File: config.mk
export PLATFORM = sky130hd
export DESIGN_NAME = mult_int6b_const
export DESIGN_NICKNAME = d
export VERILOG_FILES = /design/src/rtl/mult_int6b_const.sv
export SDC_FILE = /design/constraint.sdc
export NUM_CORES = 1
export LEC_CHECK = 0
export CAP_MARGIN = 10
export CORE_AREA = 2 2 40 46
export DETAILED_ROUTE_END_ITERATION = 16
export DIE_AREA = 0 0 42 48
export PLACE_DENSITY = 0.73
export SLEW_MARGIN = 20
export SYNTH_ARGS = -nofsm -noshare
export SYNTH_HDL_FRONTEND = slang
export SYNTH_SLANG_ARGS = --single-unit
File: constraint.sdc
create_clock -name clk -period 1 [get_ports clk]
set_input_delay 0.25 -clock clk [delete_from_list [all_inputs] [get_ports clk]]
set_output_delay 0.25 -clock clk [all_outputs]
set_load 0.01 [all_outputs]
File: src/rtl/mult_int6b_const.sv
// mult_int6b_const: signed 6-bit operand times an elaboration-time signed
// constant, full-precision 12-bit product, one register stage.
// The constant is recoded to canonical signed digit form at elaboration.
// The datapath is built only from shifted adds and subtracts of the
// sign-extended operand, so no general array multiplier is inferred.
//
// Handshake: in_valid qualifies inp on a rising edge. There is no
// back-pressure. out_valid is in_valid delayed by one edge. out updates
// only on accepted edges and holds otherwise.
module mult_int6b_const #(
  parameter int BIT_WIDTH = 6,
  parameter int OUT_WIDTH = 2 * BIT_WIDTH,
  parameter int COEFF     = 3
) (
  input  logic                 clk,
  input  logic                 rst_n,
  input  logic [BIT_WIDTH-1:0] inp,
  input  logic                 in_valid,
  output logic [OUT_WIDTH-1:0] out,
  output logic                 out_valid
);

  // CSD recoding of a signed constant.
  // neg = 0 returns the mask of +1 digits; neg = 1 returns the mask of -1 digits.
  // Each odd step picks the digit d in {+1, -1} that makes (x - d) divisible by 4.
  // This never leaves two adjacent nonzero digits.
  function automatic logic [OUT_WIDTH-1:0] csd_mask(input int c, input bit neg);
    int                   x;
    logic [OUT_WIDTH-1:0] m;
    x = c;
    m = '0;
    for (int i = 0; i < OUT_WIDTH; i++) begin
      if (x[0]) begin
        if (x[1]) begin
          if (neg) m[i] = 1'b1;
          x = x + 1;
        end else begin
          if (!neg) m[i] = 1'b1;
          x = x - 1;
        end
      end
      x = x >>> 1;
    end
    return m;
  endfunction

  localparam logic [OUT_WIDTH-1:0] POS_MASK = csd_mask(COEFF, 1'b0);
  localparam logic [OUT_WIDTH-1:0] NEG_MASK = csd_mask(COEFF, 1'b1);

  // Operand sign-extended to product width.
  // All chain arithmetic is modulo 2^OUT_WIDTH.
  // This keeps negative digits sign-correct at full width.
  logic [OUT_WIDTH-1:0] ext;
  assign ext = {{(OUT_WIDTH - BIT_WIDTH){inp[BIT_WIDTH-1]}}, inp};

  // Adder chain: stage i adds, subtracts or passes through the copy shifted by i.
  // Zero digits resolve to wires, so COEFF = 0 produces a constant 0.
  logic [OUT_WIDTH-1:0] chain [0:OUT_WIDTH];
  assign chain[0] = '0;

  for (genvar i = 0; i < OUT_WIDTH; i++) begin : g_digit
    if (POS_MASK[i]) begin : g_add
      assign chain[i+1] = chain[i] + (ext << i);
    end else if (NEG_MASK[i]) begin : g_sub
      assign chain[i+1] = chain[i] - (ext << i);
    end else begin : g_pass
      assign chain[i+1] = chain[i];
    end
  end

  logic [OUT_WIDTH-1:0] product;
  assign product = chain[OUT_WIDTH];

  // Output register: capture on accepted edges, hold otherwise, async clear.
  always_ff @(posedge clk or negedge rst_n) begin
    if (!rst_n) begin
      out       <= '0;
      out_valid <= 1'b0;
    end else begin
      out_valid <= in_valid;
      if (in_valid) out <= product;
    end
  end

endmodule

==> out/qor.txt <==
run status = finished with violations
failing checks = negative setup slack
largest fanout on the critical path = 3
sequential share of the synthesized area = 39.8%
R2R Setup Slk = -0.03 ns
final worst path period share = 137%
chip width = 42 microns
antenna violations before repair = 0
GRT Total Usage = 20.2%
#FFs+latches synth = 10
PnR worst setup slack = -0.367 ns
Critical Path Source Type = input port
average wire per standard cell = 16.0 microns
Clock Path Buffers = 2
global-route wire length before repair = 2910 microns
Net Count, Synth = 74
clk_lat worst skew = 0.26 ns
Max VDD drop = 0.000570 V
DR pass1 iterations = 2
RSZ-0062 raised after global routing = yes
cell area power density = 1270 nW/um^2
clock skew = 0 ns
Power, Total = 1.52 mW
HP Class = input port to asynchronous set/reset pin
fin crit period = 1.37 ns
Multi-input gate area = 453 sq um
Ports = 22
DRC = 0
crit path kind = input port to flop
vias per inst = 5.03
area of the die = 2020 sq um
IO Port Bufs = 21
largest net degree at the start of global routing = 11
Num CTS Buffers = 3
syn avg cell area = 10.7 sq um
clock-pin slew on the worst setup and hold paths = 0.06 ns
via count = 629
measured slew at the worst slew-check pin = 0.265 ns
DP Area = 1060 sq um
initial core utilization = 41.4%
final net count = 125
synth warn = 0
post-synth cell types = 27
gpl congestion = 0.823
worst path required time = 1.14 ns
Fill cells = 106
r2r worst-path depth = 3
CP Data Arrival Time = 1.51 ns
reg2reg start = out[6]
reg2reg end = out[6]
antenna viol nets, final = 0
dpl ws = -1.12 ns
post-DP HPWL = 1220 microns
Max Clk Rate = 0.732 GHz
gate count of the mapped netlist = 59
DRT iter0 DRCs = 1
clock root cell = clkbuf_4
TNS Setup = -2.31 ns
maxcap violations = 0
Leak = 0.583 nW
Slew Limit Fails = 0
Sequential Area = 250 sq um
Sinks on Clock Net = 10
hold violation total from the final report = 0
CTS tree = yes
Core Area = 1520 sq um
# diodes = 0
# setup viols final = 18
depth of the CTS H-tree = 1
Critical Path Sink Type = flop
synthesis-to-finish area growth = 90.3%
fraction of layout cells with a size suffix above 1 = 70.4%
post-synthesis cell area = 629 sq um
Congestion Overflow GR = 0
vias in the first global route = 684
design area = 1200 sq um
Row Count = 15
Rel. slew slack = 82.3%
chip height = 48 microns
Total Wirelength = 2000 microns
## placed cells by master, fill, tap and decap left out, drive strengths merged, types with 2 or more instances in the layout
cell,Yosys,layout
xnor2,4,4
a21oi,4,4
clkbuf,1,4
buf,3,47
dfrtp,10,10
inv,7,7
a21o,2,2
mux2,5,5
ha,6,6
## per-layer routing
metal	global-route usage, %	vias up	routed length, microns
met5	0	-	0
met4	15.5	0	38
met3	2.64	4	85
met2	41.6	20	1160
met1	18.7	301	719
li1	-	304	-
## timing repair
action | 4_1_cts | 5_1_grt
pin swaps | 10 | 12
buffers inserted | 8 | 3
endpoints found under the setup margin | 22 | 19
cloned | 1 | 0
resized for setup | 84 | 18
hold buffers | 0 | 0
## final cells by class
cell class	instances	share of cell area, %
sequential	10	20.9
multi-input combinational	38	37.8
timing repair buffer	50	34.6
inverter	7	3.03
clock buffer	3	1.88
tap	17	1.78
## report_power, final
part	switching, mW	internal, mW	total (mW)
Sequential	0.0395	0.470	0.509
Clock	0.126	0.138	0.264
Combinational	0.297	0.454	0.751
Total	0.462	1.06	1.52
## synth_stat cells
cell type	number	area [sq um]
a221oi_2	1	15.0
a21o_1	2	15.0
nand2_1	1	3.75
o21ai_0	1	5.00
a31oi_1	1	6.26
ha_1	6	75.1
buf_4	3	22.5
a21boi_0	1	7.51
inv_1	7	26.3
o31ai_1	1	7.51
mux2_4	1	15.0
o311a_2	1	11.3
xnor2_1	4	35.0
dfrtp_1	10	250
o21a_1	1	7.51
and3_1	1	6.26
or2_2	1	6.26
nand3_1	1	5.00
clkbuf_1	1	3.75
nor3b_1	1	7.51
nor2_1	1	3.75
o2bb2ai_1	1	8.76
a21oi_1	4	20.0
mux2_2	4	45.0
nand2b_1	1	6.26
nor3_1	1	5.00
and2b_2	1	8.76
## through the flow
| step | hold slack (ns) | utilization (%) | instances |
|---|---|---|---|
| floorplan | -0.0456 | - | 59 |
| detailed placement | 0.467 | 69.5 | 112 |
| global placement | 0.461 | 69.5 | 112 |
| CTS | 0.273 | 75.0 | 124 |
| global route | 0.282 | 78.8 | 125 |
| finish | 0.276 | 78.8 | 125 |
## worst max path at each step
stage          startpoint     end  cells after the start
4_1_cts            inp[2]  out[6]                      7
5_1_grt            inp[1]  out[6]                      7
6_report           inp[2]  out[6]                      7
3_5_place_dp       inp[0]  out[6]                      7
3_3_place_gp       inp[0]  out[6]                      7
2_1_floorplan      inp[0]  out[6]                      5
## flip-flops by register name, indices dropped and copies added (netlist names)
name / cells
out: 9
out_valid: 1
## cells by family after synthesis
family | count (synthesis) | share of synthesized area, %
mux | 5 | 9.54
xor+xnor | 4 | 5.57
flops | 10 | 39.8
fa+ha+maj | 6 | 11.9
buf+inv | 11 | 8.35
compound gates | 14 | 16.5
simple gates | 9 | 8.35
## worst max-delay path, cell delays in order
cell      delay (ns)
buf_12          0.11
inv_8           0.04
ha_4            0.20
a21o_1          0.23
a221oi_4        0.31
xnor2_1         0.10
mux2_4          0.26
(Power assumes the default switching activity.)
